`src/rtl/if_id_buffer.sv`:
```
// rtl/if_id_buffer.sv - IF/ID pipeline buffer with flush and stall counter.
// Define IF_ID_SKID_EN to add a skid entry that makes in_ready a pure register output.
`timescale 1ns/1ps
module if_id_buffer #(
  parameter int ADDR_W = 8,
  parameter int INST_W = 8,
  parameter int CNT_W  = 16
) (
  input  logic              clk,
  input  logic              reset,
  input  logic              flush,
  input  logic              in_valid,
  output logic              in_ready,
  input  logic [ADDR_W-1:0] in_pc,
  input  logic [INST_W-1:0] in_inst,
  output logic              out_valid,
  input  logic              out_ready,
  output logic [ADDR_W-1:0] out_pc,
  output logic [ADDR_W-1:0] out_pc_next,
  output logic [INST_W-1:0] out_inst,
  output logic [CNT_W-1:0]  stall_cnt
);

  localparam logic [1:0] ST_EMPTY = 2'd0;
  localparam logic [1:0] ST_ONE   = 2'd1;
`ifdef IF_ID_SKID_EN
  localparam logic [1:0] ST_FULL  = 2'd2;
`endif

  logic [1:0]        state_q, state_d;
  logic [ADDR_W-1:0] main_pc_q, main_pc_d;
  logic [INST_W-1:0] main_inst_q, main_inst_d;
  logic [CNT_W-1:0]  stall_cnt_q, stall_cnt_d;
`ifdef IF_ID_SKID_EN
  logic [ADDR_W-1:0] skid_pc_q, skid_pc_d;
  logic [INST_W-1:0] skid_inst_q, skid_inst_d;
`endif
  logic              in_fire;
  logic              out_fire;

  assign out_valid = (state_q != ST_EMPTY);
`ifdef IF_ID_SKID_EN
  assign in_ready  = (state_q != ST_FULL);
`else
  assign in_ready  = !out_valid || out_ready;
`endif
  assign in_fire   = in_valid && in_ready;
  assign out_fire  = out_valid && out_ready;

  // Empty buffer presents zeros so decode sees a NOP.
  assign out_pc      = out_valid ? main_pc_q : '0;
  assign out_inst    = out_valid ? main_inst_q : '0;
  assign out_pc_next = out_pc + 1'b1;
  assign stall_cnt   = stall_cnt_q;

  always_comb begin
    state_d     = state_q;
    main_pc_d   = main_pc_q;
    main_inst_d = main_inst_q;
`ifdef IF_ID_SKID_EN
    skid_pc_d   = skid_pc_q;
    skid_inst_d = skid_inst_q;
`endif
    if (flush) begin
      state_d     = ST_EMPTY;
      main_pc_d   = '0;
      main_inst_d = '0;
`ifdef IF_ID_SKID_EN
      skid_pc_d   = '0;
      skid_inst_d = '0;
`endif
    end else begin
      case (state_q)
        ST_EMPTY: begin
          if (in_fire) begin
            state_d     = ST_ONE;
            main_pc_d   = in_pc;
            main_inst_d = in_inst;
          end
        end
        ST_ONE: begin
          if (in_fire && out_fire) begin
            main_pc_d   = in_pc;
            main_inst_d = in_inst;
`ifdef IF_ID_SKID_EN
          end else if (in_fire) begin
            state_d     = ST_FULL;
            skid_pc_d   = in_pc;
            skid_inst_d = in_inst;
`endif
          end else if (out_fire) begin
            state_d = ST_EMPTY;
          end
        end
`ifdef IF_ID_SKID_EN
        ST_FULL: begin
          if (out_fire) begin
            state_d     = ST_ONE;
            main_pc_d   = skid_pc_q;
            main_inst_d = skid_inst_q;
          end
        end
`endif
        default: state_d = ST_EMPTY;
      endcase
    end
  end

  always_comb begin
    stall_cnt_d = stall_cnt_q;
    if (out_valid && !out_ready && (stall_cnt_q != {CNT_W{1'b1}})) begin
      stall_cnt_d = stall_cnt_q + 1'b1;
    end
  end

  always_ff @(posedge clk) begin
    if (reset) begin
      state_q     <= ST_EMPTY;
      main_pc_q   <= '0;
      main_inst_q <= '0;
      stall_cnt_q <= '0;
`ifdef IF_ID_SKID_EN
      skid_pc_q   <= '0;
      skid_inst_q <= '0;
`endif
    end else begin
      state_q     <= state_d;
      main_pc_q   <= main_pc_d;
      main_inst_q <= main_inst_d;
      stall_cnt_q <= stall_cnt_d;
`ifdef IF_ID_SKID_EN
      skid_pc_q   <= skid_pc_d;
      skid_inst_q <= skid_inst_d;
`endif
    end
  end

endmodule

```
`config.mk`:
```
export PLATFORM = sky130hd
export DESIGN_NAME = if_id_buffer
export DESIGN_NICKNAME = d
export VERILOG_FILES = /design/src/rtl/if_id_buffer.sv
export SDC_FILE = /design/constraint.sdc
export NUM_CORES = 1
export LEC_CHECK = 0
export BUFFER_PORTS_ARGS = -buffer_cell sky130_fd_sc_hd__buf_2
export CORE_ASPECT_RATIO = 1.1
export CORE_UTILIZATION = 52
export CTS_CLUSTER_DIAMETER = 200
export CTS_CLUSTER_SIZE = 24
export DETAILED_ROUTE_END_ITERATION = 8
export GPL_ROUTABILITY_DRIVEN = 1
export GPL_TIMING_DRIVEN = 0
export PLACE_DENSITY = 0.84
export SLEW_MARGIN = 20
export SYNTH_ARGS = -nofsm -noshare
export SYNTH_HDL_FRONTEND = slang
export SYNTH_SLANG_ARGS = --single-unit
```
`constraint.sdc`:
```
create_clock -name clk -period 3.9 [get_ports clk]
set_clock_uncertainty 0.15 [all_clocks]
set_input_delay 0.39 -clock clk [delete_from_list [all_inputs] [get_ports clk]]
set_output_delay 0.39 -clock clk [all_outputs]
set_load 0.01 [all_outputs]
```
* Word level (Yosys, flattened, before mapping)
Index checks and enable logic that the tools add are counted.
Widths: inputs -> output; s select.
** Word-level totals
- Bits in registers :: 34
- Bits of input ports :: 21
- Output and inout port bits :: 42
- Word-level logic and storage cells :: 38
** Cells by class
- Add/sub/neg operators :: 2
- Eq/ne operators :: 6
- Mux-type cells :: 12
- Reduce and logical (&&, ||, !) cells :: 14
** Operators with widths (count)
- $mux 8 :: 6
- $pmux 8 s2 :: 2
- $add 16x1->16 const B :: 1
- $ne 16x16->1 const B :: 1
- $add 8x1->8 const B :: 1
- $ne 2x2->1 const B :: 4
- $mux 2 :: 3
- $reduce_and 3->1 :: 2
- $logic_and 1x1->1 :: 5
- $pmux 2 s2 :: 1
- $reduce_bool 2->1 :: 2
- $eq 2x1->1 const B :: 1
- $logic_not 1->1 :: 2
- $logic_not 2->1 :: 1
- $reduce_or 2->1 :: 1
- $logic_or 1x1->1 :: 1

* Logic depth before layout (Yosys ltp)
Gate-level depths: netlist (run 1).
- Depth in word-level cells :: 7
- Gate-level depth with buffers :: 8
- Depth with buffers taken out :: 7

* Worst setup path after synthesis (run 1)
No wires, ideal clock.
- Path kind :: register -> output
- From :: register state_q[0]
- To :: output out_pc_next[6]
- Arrival time :: 1.637 ns
- Required time :: 3.360 ns
- Path slack :: 1.723 ns
- Stages on the path, launching flop included :: 9
- Path buffers :: 1
- Cell sequence :: dfxtp_1 clkbuf_1 nand2_1 inv_1 ha_1 and3_1 nand3_1 xnor2_1 and2_1
** Between the ends
- Cells in the longest elaborated chain, start to end :: 3
** RTL lines
- from (decl) :: line 30 : logic [1:0] state_q, state_d;
- from (signal assigned) :: line 127 : state_q <= state_d;
- $reduce_bool 2->1 :: line 41 : assign out_valid = (state_q != ST_EMPTY);
- $mux 8 :: line 51 : assign out_pc = out_valid ? main_pc_q : '0;
- net out_pc[0] :: line 18 : output logic [ADDR_W-1:0] out_pc,
- $add 8x1->8 :: line 53 : assign out_pc_next = out_pc + 1'b1;
- to (decl) :: line 19 : output logic [ADDR_W-1:0] out_pc_next,
The timed path passes the listed nets, and every way through them passes these cells.

* Worst setup path after layout (run 1)
- From :: register state_q[0]
- To :: output out_pc_next[6]
** Between the ends
- Cells in the longest elaborated chain, start to end :: 3
** RTL lines (line)
- $reduce_bool 2->1 :: 41
- $mux 8 :: 51
- $add 8x1->8 :: 53
No other way between the ends.

==> results of run 1 <==
-- sequential cells by signal (all words and copies together) (netlist names) --
register and cells:
stall_cnt 16, state_q 1, main_pc_q 8, main_inst_q 8
-- how the worst max path moves through the flow --
stage / end / slack (ns)
2_1_floorplan: out_pc_next[6] / 1.72
3_3_place_gp: out_pc_next[6] / 1.63
3_5_place_dp: out_pc_next[6] / 1.62
4_1_cts: out_pc_next[6] / 1.24
5_1_grt: out_pc_next[6] / 1.06
6_report: out_pc_next[6] / 1.28
-- stage by stage --
stage / std cells / cell area [sq um]
final: 311 / 2070
after global routing: 311 / 2070
after CTS: 311 / 2070
after detailed placement: 303 / 2020
after global placement: 303 / 2020
after floorplan: 208 / 1680
-- layer usage --
| metal | vias to the layer above | wire length (microns) |
|---|---|---|
| met3 | 6 | 213 |
| met5 | - | 0 |
| li1 | 866 | - |
| met2 | 56 | 1760 |
| met4 | 0 | 57 |
| met1 | 764 | 1680 |
-- power groups by stage --
stage / clock, W / sequential [W] / combinational (W)
floorplan: 0 / 0.000355 / 0.0000276
CTS: 0.000190 / 0.000348 / 0.0000477
finish: 0.000184 / 0.000348 / 0.0000471
global placement: 0 / 0.000355 / 0.0000468
detailed placement: 0 / 0.000355 / 0.0000476
global route: 0.000207 / 0.000349 / 0.0000529
-- kinds of logic (layout without fill, tap and decap cells) --
group,after synthesis,after routing,share of synthesized area
fa+ha+maj,2,2,0.0149
simple gates,105,105,0.341
compound gates,43,43,0.161
flops,33,33,0.394
mux,3,3,0.0194
xor+xnor,6,6,0.0314
buf+inv,16,85,0.0381
-- final cells by class --
class	count	area (sq um)
inverters	6	22.5
well taps	34	42.5
fillers	270	973
plain buffers	10	41.3
repair buffers	61	305
clock buffers	6	41.3
multi-input cells	159	951
clock inverters	2	10.0
flip-flops and latches	33	661
-- critical path, stage by stage, from the launching register on --
cell	delay [ns]
dfxtp_1	0.36
clkbuf_1	0.29
nand2_1	0.11
inv_1	0.10
ha_1	0.19
and3_1	0.21
nand3_1	0.10
xnor2_1	0.13
and2_1	0.15
buf_2	0.13
-- synth_stat cells --
master,number
or4_2,1
or3_4,1
buf_4,1
clkbuf_1,9
o41ai_1,1
nand2_1,41
xnor2_1,3
or3_1,2
or4b_2,1
o31a_1,1
ha_1,2
or3_2,1
o21ba_2,1
and2_1,18
o21ai_0,5
and3_1,1
dfxtp_1,33
nor3_1,2
or2_2,3
a211oi_1,1
inv_1,5
nor4_1,6
nor4b_1,1
xor2_1,3
o31ai_1,7
mux2i_1,1
nand4_4,1
nor2_1,7
mux2_2,2
o41ai_4,1
nand3_1,6
inv_2,1
nor2b_4,1
or4_1,5
a21oi_1,26
nand4_1,4
nor2b_1,3
==> flow_metrics.env, run 1 <==
export IMPL_run_status="finished clean"
export IMPL_routedWlPerCell_microns=11.9
export IMPL_worstHoldPathCells=3
export IMPL_htreeDepth=2
export IMPL_grt_max_degree=11
export IMPL_drive_gt1_frac=0.300
export IMPL_drt_pass1_iter_count=4
export IMPL_grtUsageMet2=0.384
export IMPL_fin_tns_setup_ns=0
export IMPL_ys_ff_latch=33
export IMPL_ys_seq_area_frac=0.394
export IMPL_drt_iter0_markers=55
export IMPL_yosysTopAreaCellShare=0.394
export IMPL_critical_path_class="reg2out"
export IMPL_port_buffers=61
export IMPL_p_clk_frac=0.318
export IMPL_synth_warnings=0
export IMPL_hpwl_mm=2.73
export IMPL_postSynthAreaPerCell_sq_um=8.05
export IMPL_busiest_layer="met2"
export IMPL_reg2reg_from="stall_cnt[8]$_SDFFE_PP0P_"
export IMPL_drc=0
export IMPL_p_sw_frac=0.255
export IMPL_power_leakage_nw=0.903
export IMPL_io_pins=63
export IMPL_syn_num_nets=231
export IMPL_grt_pass1_wl_mm=5.99
export IMPL_syn_instance_count=208
export IMPL_grt_pass1_vias=1389
export IMPL_grt_use_total=0.224
export IMPL_clk_latency_ns=0.34
export IMPL_hold_path_class="in2reg"
export IMPL_clk_pin_slew_ns=0.10
export IMPL_die_h_microns=61.5
export IMPL_min_period_over_period=0.673
export IMPL_post_place_ws_ns=1.62
export IMPL_cts_resized=0
export IMPL_seq_power_share=0.601
export IMPL_worstHoldEndpoint="main_pc_q[7]$_SDFFE_PP0P_"
export IMPL_final_util=0.681
export IMPL_required_ns=3.36
export IMPL_finalWirelength_mm=3.71
export IMPL_worstPathArrival_ns=2.08
export IMPL_viasPerCell=5.44
export IMPL_timing_rr_end="stall_cnt[1]$_SDFFE_PP0P_"
export IMPL_p_int_w=0.000431
export IMPL_start_util=0.550
export IMPL_grt_ovfl_total=0
export IMPL_cts_tree="yes"
export IMPL_worst_ir_drop_vdd_v=0.000282
export IMPL_fp_dieW_microns=56.1
export IMPL_final_max_slew_violation_count=0
export IMPL_cp_end_kind="output port"
export IMPL_powerDensity_nw_per_um2=279
export IMPL_grt_use_met1=0.260
export IMPL_fin_hold_ws_ns=0.129
export IMPL_yosys_area_top_type="dfxtp_1"
export IMPL_yosys_top_cells_area="dfxtp_1 39%, nand2_1 9.2%, a21oi_1 7.8%"
export IMPL_cp_startpoint="state_q[0]$_SDFFE_PP0P_"
export IMPL_cp_start_kind="register"
export IMPL_grt_use_met3=0.0714
export IMPL_total_power_w=0.000579
export IMPL_dieArea_sq_um=3450
export IMPL_cts_path_max_buffers=2
export IMPL_setup_viol=0
export IMPL_row_count=21
export IMPL_postCtsSetupRepairBufs=0
export IMPL_syn_cell_area_sq_um=1680
export IMPL_final_common_cell="buf_2"
export IMPL_relSlewSlack=0.693
export IMPL_r2r_setup_slack_ns=1.82
export IMPL_clock_root_buffer="clkbuf_4"
export IMPL_n_antenna_cell=0
export IMPL_coreArea_sq_um=3050
export IMPL_crit_fanout=10
export IMPL_syn_to_final_growth_pct=23.8
export IMPL_ff2ff_path_depth=5
export IMPL_clock_sinks=33
export IMPL_power_switching_w=0.000148
export IMPL_layout_common_cells="61 x buf_2, 41 x nand2_1, 33 x dfxtp_1"
export IMPL_hold_viol_final=0
export IMPL_worst_pin_slew_ns=0.461
export IMPL_nets=299
export IMPL_antenna_found_initial=0
export IMPL_dr_total_vias=1692
export IMPL_setup_ws_ns=1.28
export IMPL_worstHoldStart="in_pc[7]"
export IMPL_maxCapViolations=0
export IMPL_ant_nets=0
export IMPL_power_frac_comb=0.081
export IMPL_period_needed_ns=2.62
export IMPL_max_freq_ghz=0.381
export IMPL_cts_hold_buf=0
export IMPL_grt_setup_unrepaired="no"
export IMPL_cts_buffers=5
export IMPL_finalWeightedCongestion=0.798
export IMPL_yosysUniqueCellTypes=37
No activity file was read; power rests on OpenSTA's default activity.
==> run 2, diff against run 1 <==
- CORE_UTILIZATION: 52 -> 48
- PLACE_DENSITY: 0.84 -> 0.78
- clock period: 3.9 -> 2.45 ns (I/O delays scaled with it)
==> flow_metrics.env, run 2 (synthesis gave the netlist of run 1 again) <==
export IMPL_row_count=22
export IMPL_clock_sinks=33
export IMPL_power_frac_comb=0.101
export IMPL_worstHoldEndpoint="state_q[0]$_SDFFE_PP0P_"
export IMPL_grt_pass1_vias=1541
export IMPL_p_sw_frac=0.248
export IMPL_routedWlPerCell_microns=11.7
export IMPL_n_antenna_cell=0
export IMPL_run_status="finished clean"
export IMPL_ff2ff_path_depth=5
export IMPL_grt_ovfl_total=0
export IMPL_drt_pass1_iter_count=4
export IMPL_final_cells=340
export IMPL_grt_max_degree=13
export IMPL_power_switching_w=0.000232
export IMPL_postCtsSetupRepairBufs=0
export IMPL_cts_path_max_buffers=2
export IMPL_total_power_w=0.000934
export IMPL_powerDensity_nw_per_um2=415
export IMPL_timing_rr_end="stall_cnt[1]$_SDFFE_PP0P_"
export IMPL_drive_gt1_frac=0.288
export IMPL_grt_setup_unrepaired="no"
export IMPL_grt_use_total=0.227
export IMPL_worstPathArrival_ns=1.86
export IMPL_critical_path_class="reg2out"
export IMPL_fp_dieW_microns=58.3
export IMPL_grt_pass1_wl_mm=6.60
export IMPL_worstHoldPathCells=3
export IMPL_crit_fanout=12
export IMPL_layout_common_cells="61 x buf_2, 41 x nand2_1, 32 x dfxtp_1"
export IMPL_cts_buffers=5
export IMPL_fin_hold_ws_ns=0.0121
export IMPL_final_common_cell="buf_2"
export IMPL_dp_cells=317
export IMPL_clk_latency_ns=0.33
export IMPL_grt_use_met3=0.0628
export IMPL_period_needed_ns=2.25
export IMPL_fin_tns_setup_ns=0
export IMPL_coreArea_sq_um=3330
export IMPL_hold_viol_final=0
export IMPL_antenna_found_initial=0
export IMPL_seq_power_share=0.593
export IMPL_drt_iter0_markers=135
export IMPL_port_buffers=61
export IMPL_grt_use_met1=0.259
export IMPL_finalWirelength_mm=3.99
export IMPL_clk_pin_slew_ns=0.09
export IMPL_dieArea_sq_um=3730
export IMPL_viasPerCell=5.14
export IMPL_required_ns=2.06
export IMPL_final_max_slew_violation_count=0
export IMPL_worstHoldStart="in_valid"
export IMPL_grtUsageMet2=0.409
export IMPL_min_period_over_period=0.919
export IMPL_cp_end_kind="output port"
export IMPL_worst_pin_slew_ns=0.471
export IMPL_largest_register_ffs=16
export IMPL_die_h_microns=64.0
export IMPL_slowest_stage="dfxtp_4"
export IMPL_maxCapViolations=0
export IMPL_worst_ir_drop_vdd_v=0.000247
export IMPL_p_int_w=0.000702
export IMPL_ant_nets=0
export IMPL_nets=314
export IMPL_reg2reg_from="stall_cnt[8]$_SDFFE_PP0P_"
export IMPL_relSlewSlack=0.686
export IMPL_max_stage_delay_ns=0.41
export IMPL_hold_path_class="in2reg"
export IMPL_dr_total_vias=1748
export IMPL_clock_root_buffer="clkbuf_4"
export IMPL_final_util=0.676
export IMPL_syn_to_final_growth_pct=34.4
export IMPL_r2r_setup_slack_ns=0.39
export IMPL_setup_viol=0
export IMPL_htreeDepth=2
export IMPL_finalWeightedCongestion=0.819
export IMPL_worstPathCellList="nand2_1, inv_1, ha_1, and3_1, nand3_1, xnor2_1, and2_1, buf_2"
export IMPL_hpwl_mm=2.71
export IMPL_drc=0
export IMPL_start_util=0.503
export IMPL_cp_start_kind="register"
export IMPL_max_freq_ghz=0.444
export IMPL_io_pins=63
export IMPL_power_leakage_nw=0.970
export IMPL_cts_tree="yes"
export IMPL_p_clk_frac=0.306
export IMPL_busiest_layer="met2"
## run 2: cell types whose count changed in the layout (fill, tap and decap cells not counted), sizes merged
cell | previous run | this run
dlygate4sd3 | 0 | 16
clkbuf | 15 | 14
## run 2: power groups by stage
stage / clock, W / sequential, W / combinational [W]
after floorplan: 0 / 0.000565 / 0.0000439
after global placement: 0 / 0.000565 / 0.0000757
after detailed placement: 0 / 0.000565 / 0.0000761
after CTS: 0.000296 / 0.000554 / 0.0000939
after global routing: 0.000316 / 0.000556 / 0.000105
final: 0.000286 / 0.000554 / 0.0000944
## run 2: critical path, delay by kind of cell, from the launching register on
kind | cells | cell delay (ns)
buf+inv | 2 | 0.23
flops | 1 | 0.41
simple gates | 4 | 0.53
fa+ha+maj | 1 | 0.20
xor+xnor | 1 | 0.16
## run 2: worst max path at each step
stage / start / endpoint / slack, ns / cells past startpoint
after floorplan: state_q[0]$_SDFFE_PP0P_ / out_pc_next[6] / 0.42 / 8
after global placement: state_q[0]$_SDFFE_PP0P_ / out_pc_next[6] / 0.33 / 9
after detailed placement: state_q[0]$_SDFFE_PP0P_ / out_pc_next[6] / 0.28 / 9
after CTS: state_q[0]$_SDFFE_PP0P_ / out_pc_next[6] / 0.05 / 8
after global routing: state_q[0]$_SDFFE_PP0P_ / out_pc_next[6] / 0.03 / 8
final: state_q[0]$_SDFFE_PP0P_ / out_pc_next[6] / 0.20 / 8
## run 2: stage by stage
step | cell area, sq um | setup slack [ns]
after floorplan | 1680 | 0.418
after global placement | 2040 | 0.331
after detailed placement | 2040 | 0.283
after CTS | 2250 | 0.0461
after global routing | 2250 | 0.0333
final | 2250 | 0.199
## run 2: cell type report
class / instances / area (sq um)
inverter: 6 / 22.5
clock inverter: 2 / 10.0
buffer: 9 / 37.5
multi-input combinational: 159 / 951
timing repair buffer: 77 / 465
tap: 48 / 60.1
sequential: 33 / 664
fill: 324 / 1080
clock buffer: 6 / 41.3
## run 2: layer usage
layer / share of wire / up-vias / wire length, microns
li1: - / 904 / -
met1: 0.44 / 777 / 1740
met5: 0 / - / 0
met4: 0.0085 / 0 / 34
met3: 0.055 / 4 / 218
met2: 0.50 / 63 / 2000
## run 2: what timing repair did
| item | 4_1_cts | 5_1_grt |
|---|---|---|
| resized for setup | 0 | 2 |
| setup endpoints to repair | 1 | 1 |
| hold endpoints to repair | 16 | 0 |
| hold buffers | 16 | 0 |
